`config.mk`:
```
export PLATFORM = sky130hd
export DESIGN_NAME = attendant_station_controller
export DESIGN_NICKNAME = d
export VERILOG_FILES = /design/src/rtl/attendant_station_controller_pkg.sv /design/src/rtl/attendant_station_controller_rr_seat_picker.sv /design/src/rtl/attendant_station_controller.sv
export SDC_FILE = /design/constraint.sdc
export NUM_CORES = 1
export LEC_CHECK = 0
export ABC_AREA = 1
export BUFFER_PORTS_ARGS = -buffer_cell sky130_fd_sc_hd__buf_2
export CAP_MARGIN = 40
export CORE_MARGIN = 2
export CORE_UTILIZATION = 53
export DETAILED_ROUTE_END_ITERATION = 8
export MAX_ROUTING_LAYER = met4
export PLACE_DENSITY = 0.76
export RECOVER_POWER = 25
export REMOVE_ABC_BUFFERS = 1
export SYNTH_ARGS = -nofsm -noshare
export SYNTH_HDL_FRONTEND = slang
export SYNTH_SLANG_ARGS = --single-unit
```
`constraint.sdc`:
```
create_clock -name clk -period 2.7 [get_ports clk]
set_clock_uncertainty 0.1 [all_clocks]
set_input_delay 0.135 -clock clk [delete_from_list [all_inputs] [get_ports clk]]
set_output_delay 0.135 -clock clk [all_outputs]
set_load 0.01 [all_outputs]
```
`src/rtl/attendant_station_controller_pkg.sv`:
```
// Shared types and default sizing for the attendant station controller.
package attendant_station_controller_pkg;

    typedef enum logic [1:0] {
        IDLE      = 2'd0,
        ALERT     = 2'd1,
        SERVICING = 2'd2,
        CLEAR     = 2'd3
    } state_t;

    localparam int unsigned DEF_N_SEATS         = 8;
    localparam int unsigned DEF_SEAT_W          = 3;
    localparam int unsigned DEF_CNT_W           = 4;
    localparam int unsigned DEF_CHIME_CYCLES    = 4;
    localparam int unsigned DEF_ESCALATE_CYCLES = 1000;

endpackage

```
`src/rtl/attendant_station_controller_rr_seat_picker.sv`:
```
// Round-robin request picker: first set request at or after ptr, wrapping.
module rr_seat_picker
    import attendant_station_controller_pkg::*;
#(
    parameter int unsigned N_SEATS = DEF_N_SEATS,
    parameter int unsigned SEAT_W  = DEF_SEAT_W
) (
    input  logic [N_SEATS-1:0] req,
    input  logic [SEAT_W-1:0]  ptr,
    output logic [SEAT_W-1:0]  grant_idx,
    output logic               grant_any
);

    logic              found;
    logic [SEAT_W-1:0] cand;

    always_comb begin
        grant_any = |req;
        grant_idx = '0;
        found     = 1'b0;
        cand      = '0;
        for (int unsigned i = 0; i < N_SEATS; i++) begin
            cand = SEAT_W'((32'(ptr) + i) % N_SEATS);
            if (!found && req[cand]) begin
                grant_idx = cand;
                found     = 1'b1;
            end
        end
    end

endmodule

```
`src/rtl/attendant_station_controller.sv`:
```
// Attendant-side call responder: round-robin call selection, chime,
// escalation timer and one-cycle cancel pulse back to the served seat.
module attendant_station_controller
    import attendant_station_controller_pkg::*;
#(
    parameter int unsigned N_SEATS         = DEF_N_SEATS,
    parameter int unsigned SEAT_W          = DEF_SEAT_W,
    parameter int unsigned CNT_W           = DEF_CNT_W,
    parameter int unsigned CHIME_CYCLES    = DEF_CHIME_CYCLES,
    parameter int unsigned ESCALATE_CYCLES = DEF_ESCALATE_CYCLES
) (
    input  logic               clk,
    input  logic               reset,
    input  logic [N_SEATS-1:0] seat_light,
    input  logic               ack_button,
    input  logic               done_button,
    output logic [N_SEATS-1:0] cancel_out,
    output logic [SEAT_W-1:0]  active_seat,
    output logic               active_valid,
    output logic               chime,
    output logic               escalate,
    output logic [CNT_W-1:0]   pending_count
);

    localparam int unsigned CHIME_W = $clog2(CHIME_CYCLES + 1);
    localparam int unsigned WAIT_W  = $clog2(ESCALATE_CYCLES + 1);

    state_t             state, next_state;
    logic [SEAT_W-1:0]  rr_ptr, next_ptr, grant_idx;
    logic               grant_any;
    logic               entering_alert, light_dropped;
    logic [CHIME_W-1:0] chime_left;
    logic [WAIT_W-1:0]  wait_cnt, wait_next;
    logic [N_SEATS-1:0] seat_onehot;
    logic [CNT_W-1:0]   light_count;

    rr_seat_picker #(
        .N_SEATS (N_SEATS),
        .SEAT_W  (SEAT_W)
    ) picker (
        .req       (seat_light),
        .ptr       (rr_ptr),
        .grant_idx (grant_idx),
        .grant_any (grant_any)
    );

    always_comb begin
        next_state     = state;
        entering_alert = 1'b0;
        light_dropped  = !seat_light[active_seat];
        case (state)
            IDLE: begin
                if (grant_any) begin
                    next_state     = ALERT;
                    entering_alert = 1'b1;
                end
            end
            // a passenger cancel beats a simultaneous ack
            ALERT: begin
                if (light_dropped)   next_state = IDLE;
                else if (ack_button) next_state = SERVICING;
            end
            SERVICING: if (done_button) next_state = CLEAR;
            CLEAR:     next_state = IDLE;
            default:   next_state = IDLE;
        endcase
    end

    always_comb begin
        next_ptr = (active_seat == SEAT_W'(N_SEATS - 1)) ? '0 : active_seat + 1'b1;
        if (wait_cnt == WAIT_W'(ESCALATE_CYCLES)) wait_next = wait_cnt;
        else                                      wait_next = wait_cnt + 1'b1;
        seat_onehot              = '0;
        seat_onehot[active_seat] = 1'b1;
        light_count              = '0;
        for (int unsigned i = 0; i < N_SEATS; i++) begin
            light_count = light_count + CNT_W'(seat_light[i]);
        end
    end

    // Outputs are registered from next_state so they line up with the state.
    always_ff @(posedge clk) begin
        if (reset) begin
            state         <= IDLE;
            rr_ptr        <= '0;
            active_seat   <= '0;
            active_valid  <= 1'b0;
            chime         <= 1'b0;
            chime_left    <= '0;
            wait_cnt      <= '0;
            escalate      <= 1'b0;
            cancel_out    <= '0;
            pending_count <= '0;
        end else begin
            state         <= next_state;
            active_valid  <= (next_state != IDLE);
            pending_count <= light_count;
            cancel_out    <= (next_state == CLEAR) ? seat_onehot : '0;
            if (entering_alert) begin
                active_seat <= grant_idx;
                chime       <= 1'b1;
                chime_left  <= CHIME_W'(CHIME_CYCLES - 1);
                wait_cnt    <= WAIT_W'(1);
                escalate    <= 1'b0;
            end else if (next_state == ALERT) begin
                chime    <= (chime_left != '0);
                if (chime_left != '0) chime_left <= chime_left - 1'b1;
                wait_cnt <= wait_next;
                escalate <= (wait_next == WAIT_W'(ESCALATE_CYCLES));
            end else begin
                chime    <= 1'b0;
                escalate <= 1'b0;
            end
            if ((state == CLEAR) || (state == ALERT && light_dropped)) begin
                rr_ptr <= next_ptr;
            end
        end
    end

endmodule

```
==> results of run 1 <==
==> layout by cell type, fill, tap and decap left out, types with 8 or more instances in the layout <==
cell type	count
nor2_1	32
nand3_1	34
nor4_1	10
nand2_2	8
buf_2	16
clkbuf_1	14
o21ai_0	14
a21oi_1	18
buf_4	10
xor2_1	10
dfxtp_1	36
inv_1	41
nand2_1	80
ha_1	12
nand3_2	9
==> worst reg2reg max path: stages (launching register included) <==
cell	delay (ps)
dfxtp_1	380
inv_4	110
ha_1	430
inv_2	190
nand3_1	130
nand2_1	100
nor2_1	50
a31oi_2	250
inv_2	80
nor2_4	140
nand2_2	80
o21ai_1	120
inv_1	50
nand2_1	50
nand2_1	40
==> final cells by class <==
cell class	count	area [um2]
Fill cell	442	1820
Multi-Input combinational cell	264	1550
Sequential cell	36	721
Timing Repair Buffer	39	204
Inverter	49	189
Clock buffer	6	72.6
Tap cell	54	67.6
Clock inverter	2	35.0
==> synth_stat cells, drive strengths merged <==
library cell	number
dfxtp	36
nand2	93
ha	12
fa	4
inv	49
nor3	4
nor2	34
buf	7
o22ai	1
nor3b	1
xnor2	3
a21oi	19
a21boi	1
clkbuf	2
or2	1
nand4	5
xor2	10
o21bai	1
a31oi	1
o21ai	20
nand3b	1
nor4	10
nand3	43
==> per-layer routing <==
layer	vias up	global-route usage	wire length, um
met5	-	-	0
met4	0	0.0617	61
met3	6	0.0511	244
met2	55	0.391	2650
met1	1050	0.271	2440
li1	1238	-	-
==> sequential cells by signal, indices dropped and copies added, names as in the netlist <==
register and flops:
active_valid 1, pending_count 4, state 2, wait_cnt 10
escalate 1, chime 1, rr_ptr 3, chime_left 3
cancel_out 8, active_seat 3
==> metrics by stage <==
stage                      util  total power [uW]  setup TNS (ps)  instances  hold slack (ps)
after floorplan               -              1840               0        349              102
after global placement    0.590              2160           -31.1        442              339
after detailed placement  0.590              2180            -122        442              357
after CTS                 0.613              2660               0        450             48.8
after global routing      0.610              2900               0        450             68.0
final                     0.610              2640               0        450             46.2
==> cells by family after synthesis <==
| family | Yosys count | share of synthesized area |
|---|---|---|
| buffers and inverters | 58 | 0.102 |
| adders and majority gates | 16 | 0.0909 |
| and+or+nand+nor | 192 | 0.382 |
| xor gates and xnor gates | 13 | 0.0479 |
| AOI/OAI and AO/OA | 43 | 0.0919 |
| DFF | 36 | 0.285 |
==> report_power, final <==
part	switching, uW	internal, uW	total [uW]
clock network	193	274	467
logic	945	496	1440
registers	109	622	731
total	1250	1390	2640
==> final timing paths <==
path	start	end	slack [ps]	cells past startpoint
setup / recovery	seat_light[0]	pending_count[2]	230	11
hold / removal	reset	pending_count[1]	50	2
setup reg to reg	rr_ptr[0]	active_seat[2]	300	14
hold reg to reg	chime_left[1]	chime_left[1]	370	2
==> flow_metrics.py, run 1 <==
metrics = {
    "status": {
        "status": "finished, final reports clean",
    },
    "setup_path": {
        "critical_path.top_delay_family": "adder cells",
        "endpoint_kind": "flop",
        "cpMostUsedCell": "fa_1",
        "slowest_delay_ps": 570,
        "cp_max_fo": 2,
        "slowest_stage": "fa_1",
        "path_cells": "buf_2, inv_1, fa_1, fa_1, fa_1, inv_1, ha_1, inv_1, fa_1, xor2_1, nor2_1",
        "path_class": "in2reg",
        "path_buf_inv": 4,
        "required_ps": 2780,
        "arrival_ps": 2550,
        "start_kind": "input port",
    },
    "global_route": {
        "grt_pass1_vias": 2208,
        "grt_pass1_wl_um": 9420,
        "grt.overflow.total": 0,
        "grt.total_usage": 0.229,
        "antenna_found_initial": 0,
        "grt_max_degree": 17,
    },
    "place": {
        "portBuffers": 29,
        "gp_congestion": 0.910,
        "dpl.hpwl_um": 4140,
        "place_ws_ps": -84.0,
        "placed_area_um2": 2750,
    },
    "final_layout": {
        "final_area_um2": 2840,
        "nNetsFinal": 423,
        "syn_to_final_growth_pct": 12.2,
        "diodes": 0,
        "post_route_cells_drive_above_1_share": 0.177,
    },
    "clock_tree": {
        "cts_resized": 0,
        "cts.sinks": 36,
        "cts_setup_buffers": 0,
        "h-tree-depth": 2,
        "clk_path_buf_depth": 2,
        "clk_pin_slew_worst_paths_ps": 70,
        "clock_latency_ps": 290,
        "cts_buffers": 5,
        "cts_tree": "yes",
        "ctsHoldBuffers": 0,
        "cts-root-buf": "clkbuf_8",
    },
    "floorplanning": {
        "die_w_um": 73.1,
        "io_pins": 30,
        "placement_rows": 25,
        "core_area_um2": 4660,
        "dieArea_um2": 5350,
        "start_util": 0.543,
        "dieHeight_um": 73.1,
    },
    "yosys": {
        "seq_area_frac_synth": 0.285,
        "syn_inst": 358,
        "synthesis.area_um2": 2530,
        "synth_cell_types": 37,
        "ys_ff_latch": 36,
        "ys_warn_count": 0,
        "synthDominantCellAreaShare": 0.285,
        "yosys.area.top_type": "dfxtp_1",
        "ys_top_cells_by_area": "dfxtp_1 (28%), nand2_1 (12%), nand3_1 (6.7%)",
        "syn_avg_cell_area_um2": 7.07,
    },
    "sta": {
        "fin_ws_ps": 228,
        "slew_viol_final": 0,
        "rsz0062_at_grt": "no",
        "setup_viol_count_final": 0,
        "worstMarginPinSlew_ps": 439,
        "min_period_ps": 2470,
        "fmax_ghz": 0.405,
        "period_share": 0.916,
        "slew_headroom": 0.707,
        "final_hold_viol_count": 0,
    },
    "pwr": {
        "total_leakage_power_uw": 0.00135,
        "power_density_nw_per_um2": 929,
        "ir_drop_mv": 0.547,
    },
    "route": {
        "firstDrtPassIters": 4,
        "wl_um": 5390,
        "vias": 2349,
        "avgRoutedWirePerCell_um": 12.0,
        "drtIter0Drc": 71,
        "drc": 0,
        "vias_per_cell": 5.22,
        "ant_nets": 0,
    },
    "min_path": {
        "hold_class": "in2reg",
    },
    "job": {
        "drv_cap": 0,
    },
}
No activity file was read; power rests on OpenSTA's default activity.
==> inputs of run 2 (changes only) <==
- CORE_UTILIZATION: 53 -> 54
- PLACE_DENSITY: 0.76 -> 0.77
- SYNTH_HIERARCHICAL: default -> 1
==> run 2 against run 1 <==
  * Count of clock-buffer cells in the layout is the same
  * Sequential power rose by 7.0%
  * Routed wire length increased by 8.6%
==> flow_metrics.py, run 2 <==
metrics = {
    "route": {
        "drtIter0Drc": 110,
        "wl_um": 5860,
        "vias_per_cell": 5.06,
        "vias": 2501,
        "ant_nets": 0,
        "drc": 0,
        "firstDrtPassIters": 4,
        "avgRoutedWirePerCell_um": 11.9,
    },
    "yosys": {
        "synth_common_cells": "nand2_1 (68), nor2_1 (54), inv_1 (47), dfxtp_1 (36), nand3_1 (29)",
        "yosys.area.top_type": "dfxtp_1",
        "synthDominantCellAreaShare": 0.261,
        "ys_top_cells_by_area": "dfxtp_1 (26%), nand2_1 (9.2%), nor2_1 (7.3%)",
        "syn_inst": 385,
        "synth_cell_types": 39,
        "ys.flop_type": "dfxtp_1",
        "ys_async_sr_fraction": 0,
        "ys_ff_latch": 36,
        "yosysMostFrequentCell": "nand2_1",
        "ys_warn_count": 6,
        "seq_area_frac_synth": 0.261,
        "synth-edff-count": 0,
        "syn_avg_cell_area_um2": 7.19,
        "synthesis.area_um2": 2770,
    },
    "global_route": {
        "grt.overflow.total": 0,
        "grt_pass1_wl_um": 9910,
        "grt_max_degree": 13,
        "antenna_found_initial": 0,
        "grt_pass1_vias": 2247,
        "grt.total_usage": 0.230,
    },
    "floorplanning": {
        "io_pins": 30,
        "die_w_um": 75.6,
        "start_util": 0.552,
        "dieArea_um2": 5710,
        "core_area_um2": 5010,
        "dieHeight_um": 75.6,
        "placement_rows": 26,
    },
    "sta": {
        "fmax_ghz": 0.395,
        "min_period_ps": 2530,
        "slew_headroom": 0.635,
        "final_hold_viol_count": 0,
        "worstMarginPinSlew_ps": 547,
        "period_share": 0.938,
        "whs_ps": 55.5,
        "setup_viol_count_final": 0,
        "slew_viol_final": 0,
        "rsz0062_at_grt": "no",
    },
    "pwr": {
        "ir_drop_mv": 0.691,
        "total_leakage_power_uw": 0.00145,
        "power_density_nw_per_um2": 1110,
    },
    "clock_tree": {
        "h-tree-depth": 2,
        "cts-root-buf": "clkbuf_8",
        "clk_pin_slew_worst_paths_ps": 70,
        "clock_latency_ps": 280,
        "cts_buffers": 5,
        "ctsHoldBuffers": 0,
        "cts_tree": "yes",
        "cts_setup_buffers": 0,
        "cts.sinks": 36,
        "cts_resized": 0,
        "clk_path_buf_depth": 2,
    },
    "place": {
        "portBuffers": 29,
        "dpl.hpwl_um": 4800,
        "placed_area_um2": 3010,
        "gp_congestion": 0.933,
    },
    "final_layout": {
        "post_route_cells_drive_above_1_share": 0.248,
        "postLayoutCoreUtil": 0.612,
        "nNetsFinal": 451,
        "final_area_um2": 3070,
        "final_cell_mix": "nand2_1 (68), nor2_1 (54), inv_1 (47)",
        "top_regs": "wait_cnt x10, cancel_out x8, pending_count x4",
        "diodes": 0,
        "regMostFlops": "wait_cnt",
        "syn_to_final_growth_pct": 10.9,
        "largest_reg_flops": 10,
        "layout_commonest_cell": "nand2_1",
    },
    "setup_path": {
        "start_kind": "input port",
        "required_ps": 2770,
        "endpoint_kind": "flop",
        "path_class": "in2reg",
        "cp_max_fo": 2,
        "arrival_ps": 2600,
    },
    "job": {
        "drv_cap": 0,
    },
    "min_path": {
        "hold_class": "in2reg",
    },
    "status": {
        "status": "finished, final reports clean",
    },
}
[run 2: area by class of cell]
class,count,area (um2)
clock inverter,1,5.00
tap,70,87.6
multi-input combinational,282,1750
timing repair buffer,40,211
inverter,59,224
fill,486,1940
sequential,36,721
clock buffer,6,72.6
[run 2: where the power goes]
part	switching (uW)	total, uW	internal [uW]
logic	1500	2260	765
clock network	176	351	175
registers	125	782	657
[run 2: critical path, stage by stage]
cell and delay, ps:
buf_2 90, inv_1 60, fa_1 590, fa_1 450, fa_1 450, inv_1 70
ha_1 150, inv_1 50, fa_1 370, xor2_1 140, nor2_1 50
[run 2: metrics by stage]
step	setup WS [ps]	setup TNS (ps)	std cells	total power, uW
5_1_grt	17.7	0	494	3750
4_1_cts	181	0	494	3410
6_report	168	0	494	3390
3_5_place_dp	-78.4	-143	487	3050
2_1_floorplan	139	0	377	2550
3_3_place_gp	-90.4	-139	487	3000
[run 2: path summary, 6_finish.rpt]
kind | start | end | slack, ps | cells after the start
worst max-delay path | seat_light[0] | pending_count[2] | 170 | 11
worst min-delay path | reset | wait_cnt[0] | 60 | 2
worst max register to register | rr_ptr[1] | active_seat[2] | 240 | 14
worst min register to register | chime_left[1] | chime_left[1] | 360 | 2
[run 2: metal layers]
layer,GRT usage,vias up,share of wire
met5,-,-,0
met4,0.0702,0,0.021
met3,0.0304,12,0.032
met2,0.376,46,0.48
met1,0.296,1145,0.47
li1,-,1298,-
[run 2: cell families (layout without fill, tap and decap cells)]
group | Yosys count | in the layout | share of synthesized area
AND/OR/NAND/NOR | 222 | 222 | 0.431
buffers and inverters | 67 | 106 | 0.108
flip-flops | 36 | 36 | 0.261
AO/OA/AOI/OAI | 32 | 32 | 0.0710
adder cells (fa/ha/maj) | 15 | 15 | 0.0787
XOR/XNOR | 13 | 13 | 0.0507
